File: src/rtl/decode_prefetch_queue.sv
// decode_prefetch_queue
//   Byte-granular circular queue between code fetch and instruction decode.
//   Fetch writes up to FETCH_BYTES bytes per cycle. Decode sees a WINDOW-byte,
//   byte-aligned view starting at the oldest queued byte, and retires 1..WINDOW
//   bytes per cycle.
// Ports:
//   clk, rst            clock (rising edge), async active-high reset
//   flush               drop all queued bytes, clear protocol_err
//   fetch_valid/bytes/count, fetch_ready   fetch write side
//   window, window_count                   decode view (window[0] = oldest)
//   consume_valid, consume_len             decode retire side
//   level                                  bytes currently queued
//   protocol_err                           sticky illegal-handshake flag
module decode_prefetch_queue #(
  parameter int DEPTH       = 16,
  parameter int FETCH_BYTES = 4,
  parameter int WINDOW      = 6
) (
  input  logic                          clk,
  input  logic                          rst,
  input  logic                          flush,
  input  logic                          fetch_valid,
  input  logic [8*FETCH_BYTES-1:0]      fetch_bytes,
  input  logic [2:0]                    fetch_count,
  output logic                          fetch_ready,
  output logic [WINDOW-1:0][7:0]        window,
  output logic [2:0]                    window_count,
  input  logic                          consume_valid,
  input  logic [2:0]                    consume_len,
  output logic [$clog2(DEPTH+1)-1:0]    level,
  output logic                          protocol_err
);
  localparam int PW = $clog2(DEPTH);
  localparam int LW = $clog2(DEPTH+1);
  localparam logic [2:0]    FB3 = 3'(FETCH_BYTES);
  localparam logic [LW-1:0] WL  = LW'(WINDOW);

  logic [7:0]    r_mem [DEPTH];
  logic [PW-1:0] r_wr_ptr, r_rd_ptr;
  logic [LW-1:0] r_level;
  logic          r_err;

  logic [2:0] w_wc;
  logic       w_wr_ok, w_wr_bad, w_cs_ok, w_cs_bad;

  // Ready is judged on the registered level only; a same-cycle consume earns no credit.
  assign fetch_ready  = (LW'(DEPTH) - r_level) >= LW'(FETCH_BYTES);
  assign w_wc         = (r_level >= WL) ? 3'(WINDOW) : r_level[2:0];
  assign window_count = w_wc;
  assign level        = r_level;
  assign protocol_err = r_err;

  assign w_wr_ok  = fetch_valid & fetch_ready & ~flush & (fetch_count != 3'd0) & (fetch_count <= FB3);
  assign w_wr_bad = fetch_valid & fetch_ready & ~flush & (fetch_count > FB3);
  assign w_cs_ok  = consume_valid & ~flush & (consume_len != 3'd0) & (consume_len <= w_wc);
  assign w_cs_bad = consume_valid & ~flush & ((consume_len == 3'd0) | (consume_len > w_wc));

  // Window lanes: pointer arithmetic wraps modulo DEPTH, so the view stays
  // contiguous across the top of storage. Lanes past the valid count read 0.
  for (genvar i = 0; i < WINDOW; i++) begin : g_win
    logic [PW-1:0] w_idx;
    assign w_idx     = r_rd_ptr + PW'(i);
    assign window[i] = (3'(i) < w_wc) ? r_mem[w_idx] : 8'h00;
  end

  // Storage carries no reset; only pointers/level define what is valid.
  always_ff @(posedge clk) begin
    if (w_wr_ok) begin
      for (int i = 0; i < FETCH_BYTES; i++)
        if (3'(i) < fetch_count) r_mem[r_wr_ptr + PW'(i)] <= fetch_bytes[8*i +: 8];
    end
  end

  always_ff @(posedge clk or posedge rst) begin
    if (rst) begin
      r_wr_ptr <= '0;
      r_rd_ptr <= '0;
      r_level  <= '0;
      r_err    <= 1'b0;
    end else if (flush) begin
      r_wr_ptr <= '0;
      r_rd_ptr <= '0;
      r_level  <= '0;
      r_err    <= 1'b0;
    end else begin
      if (w_wr_ok) r_wr_ptr <= r_wr_ptr + PW'(fetch_count);
      if (w_cs_ok) r_rd_ptr <= r_rd_ptr + PW'(consume_len);
      r_level <= r_level + (w_wr_ok ? LW'(fetch_count) : '0)
                         - (w_cs_ok ? LW'(consume_len) : '0);
      if (w_wr_bad | w_cs_bad) r_err <= 1'b1;
    end
  end
endmodule

File: config.mk
export PLATFORM = sky130hd
export DESIGN_NAME = decode_prefetch_queue
export DESIGN_NICKNAME = d
export VERILOG_FILES = /design/src/rtl/decode_prefetch_queue.sv
export SDC_FILE = /design/constraint.sdc
export NUM_CORES = 1
export LEC_CHECK = 0
export CORE_MARGIN = 2
export CORE_UTILIZATION = 40
export CTS_BUF_LIST = sky130_fd_sc_hd__clkbuf_4 sky130_fd_sc_hd__clkbuf_8
export DETAILED_ROUTE_END_ITERATION = 16
export SKIP_LAST_GASP = 1
export SYNTH_ARGS = -nofsm -noshare
export SYNTH_HDL_FRONTEND = slang
export SYNTH_SLANG_ARGS = --single-unit
File: constraint.sdc
create_clock -name clk -period 9.3 [get_ports clk]
set_clock_uncertainty 0.15 [all_clocks]
set_input_delay 1.86 -clock clk [delete_from_list [all_inputs] [get_ports clk]]
set_output_delay 1.86 -clock clk [all_outputs]
set_load 0.02 [all_outputs]
==> metrics.txt <==
worst min-delay path category=reg -> reg; count of cells resized by post-cts repair=0; starting density of the core=approximately two fifths; final-report hold violation count=0; portion of the post-synthesis area used by sequential elements=around 29%; Fin Setup TNS=0 ns; Clock Latency Late Sink=between 0.4 and 0.5 ns; Final nets=around 1500; Clk pwr share=roughly 15%; worst r2r dst=level[4]; CTS Buffer Depth=2; mapped cell area=approximately 0.015 mm²; placeable core region=approximately 0.036 mm²; global placer's final weighted congestion=1.13; I/O pin cnt=a little over 100; leading area contributor after synthesis=sky130_fd_sc_hd__edfxtp_1; gate count after technology mapping=~1500; share of the synthesized area in the top cell type=26.2%; number of cells traversed by the worst hold path=2; final wirelength=roughly 63 mm; via count of the first global-routing pass=roughly 13000; synth cell count leaders=sky130_fd_sc_hd__nor2_1 (152), sky130_fd_sc_hd__edfxtp_1 (128), sky130_fd_sc_hd__mux4_2 (125); Avg Vias per Cell=7.43; primary flip-flop cell chosen by synthesis mapping=sky130_fd_sc_hd__edfxtp_1; synth unique cells=74; Synthesized Nets=between 1500 and 2000; DRC violation count after routing=0; upper clock frequency limit=roughly 150 MHz; status=finished, final reports clean; number of flip-flops and latches in the synthesized netlist=about 140; fin cells=1929; clock period minus worst slack=~6.7 ns; # rows=70; initial antenna violation count=2; number of violations of the max-capacitance limit=0; kind of capture point of the worst setup path=output pin; type of element launching the critical path=flop; power after layout=approximately 3200 µW; average instance area after synthesis=roughly 10 µm²; clock slew at the register clock pins of the worst setup and hold paths=approximately 0.10 ns; RSZ-0062 raised after global routing=no; Inserted Clock Buffers=17; ratio of cells with drive above 1 in the final layout=between 10% and 20%; global route total overflow=0; Starting DRT DRC Count=around 2500; pwr dens=199 mW/mm²; worst reg2reg path depth=13; FF-to-FF setup slack=4.60 ns; router iterations before antenna repair=6; most frequently used cell type in the post-synthesis netlist=sky130_fd_sc_hd__nor2_1; DRT antenna net count=0; net switching fraction of the power=a little under half; synthesis warning total=0; endpoints failing setup=0; wire length per cell=32.9 µm; largest net degree at the start of global routing=69; async set or reset register ratio after synthesis=approximately a tenth; count of buffers from port buffering=100; placement-stage cell area=0.0157 mm²; clock tree root driver cell=sky130_fd_sc_hd__clkbuf_8; IR Drop Worst-Case VDD=about 130 µV; total number of clock tree sinks=between 100 and 150; Area Growth Syn to Fin=9.45%; Cell Int Power=about 1800 µW; via count=~14000; Die Width=roughly 200 µm; global router's overall resource usage=roughly a third; CTS tree=built; share of the cycle needed by the critical path after routing=71.5%; number of enable flip-flop cells after synthesis=approximately 130; Least-Margin Pin Slew=about 1.3 ns; chip height=around 200 µm; count of final max-slew check failures=0; Antenna Diode Count=0; Die Outline Area=approximately 0.038 mm²; relative contribution of sequential cells to total power=~24%; combinational group share of total power=around three fifths; number of cells in the design after placement=1897; arrival time reported for the critical path endpoint=about 4.6 ns; beginning of the worst register-to-register path=level[3]; sum of net half-perimeters after detailed placement=between 40 and 50 mm; startpoint of the tightest hold check path=protocol_err; NetSw=roughly 1400 µW; Hold EP=protocol_err; headroom to the max-slew limit=15.8%; # Post-CTS Setup Buffers=0; maximum fanout along the worst path=68; global-route wire length before repair=slightly above 90 mm; number of buffers added to fix hold violations after cts=0; total leakage power=0.00481 µW; Synth area leaders=sky130_fd_sc_hd__edfxtp_1 (26%), sky130_fd_sc_hd__mux4_2 (19%), sky130_fd_sc_hd__a221oi_1 (7.2%); number of levels in the clock H-tree=4; Crit Path Class=reg -> out; Worst Path Required=about 7.3 ns; post-route cell area=about 0.016 mm²
-- power by group through the flow --
stage / registers, µW / clock network (µW) / logic [µW]
2_1_floorplan: 764 / 0 / 1270
3_3_place_gp: 791 / 0 / 1910
3_5_place_dp: 793 / 0 / 1930
4_1_cts: 778 / 471 / 1930
5_1_grt: 786 / 499 / 2050
6_report: 781 / 466 / 1950
-- state kept, by name, summed over array words and instances, names as in the netlist --
name and count:
r_wr_ptr 4, r_mem 128, protocol_err 1, r_rd_ptr 4, level 5
-- critical path: stages, from the launching register on --
cell,delay (ns)
sky130_fd_sc_hd__dfrtp_4,0.70
sky130_fd_sc_hd__buf_4,0.61
sky130_fd_sc_hd__buf_4,0.90
sky130_fd_sc_hd__mux4_2,0.64
sky130_fd_sc_hd__mux4_2,0.51
sky130_fd_sc_hd__nor2b_1,0.16
sky130_fd_sc_hd__clkdlybuf4s50_1,0.58
-- placed cells by master, fill, tap and decap left out, types with 49 or more instances in the layout --
cell	instances
sky130_fd_sc_hd__a211oi_1	79
sky130_fd_sc_hd__a221oi_1	120
sky130_fd_sc_hd__clkdlybuf4s50_1	100
sky130_fd_sc_hd__edfxtp_1	128
sky130_fd_sc_hd__mux4_2	125
sky130_fd_sc_hd__nand2_1	87
sky130_fd_sc_hd__nor2_1	152
sky130_fd_sc_hd__o21ai_0	85
sky130_fd_sc_hd__o2bb2ai_1	49
sky130_fd_sc_hd__o31ai_1	58
-- cells by family after synthesis --
group | synth area share, %
flops | 28.6
mux | 22.2
buf+inv | 5.73
compound gates | 24.4
simple gates | 15.6
xor+xnor | 1.01
fa+ha+maj | 2.39
-- final cells by class --
| class | count | area (µm²) |
|---|---|---|
| tap | 468 | 586 |
| clock buffer | 18 | 241 |
| inverter | 26 | 97.6 |
| clock inverter | 14 | 123 |
| multi-input combinational | 1140 | 9670 |
| timing repair buffer | 121 | 1160 |
| sequential | 142 | 4200 |
| fill | 3399 | 20300 |
-- worst max-delay path by stage --
| stage | startpoint | cells past startpoint | to | slack (ns) |
|---|---|---|---|---|
| after global routing | r_rd_ptr[0] | 7 | window[17] | 2.28 |
| after detailed placement | fetch_count[2] | 13 | level[4] | 2.76 |
| after floorplan | r_rd_ptr[1] | 13 | window[29] | 3.45 |
| final | r_rd_ptr[0] | 6 | window[16] | 2.65 |
| after CTS | r_rd_ptr[0] | 6 | window[16] | 2.60 |
| after global placement | fetch_count[2] | 13 | level[4] | 2.86 |
-- per-layer routing --
metal	up-vias	part of all wire (%)	global-route usage, %
li1	5930	-	-
met1	6945	40	47.1
met2	1217	41	46.4
met3	228	14	9.86
met4	4	5.6	14.4
met5	-	0.043	0
-- through the flow --
step / worst slack (ns) / hold WS [ns] / util (%)
detailed placement: 2.76 / 0.413 / 43.2
finish: 2.65 / 0.423 / 44.2
floorplan: 3.45 / 0.494 / -
global placement: 2.86 / 0.396 / 43.2
global route: 2.28 / 0.477 / 44.2
CTS: 2.60 / 0.434 / 44.2
(Power assumes the default switching activity.)
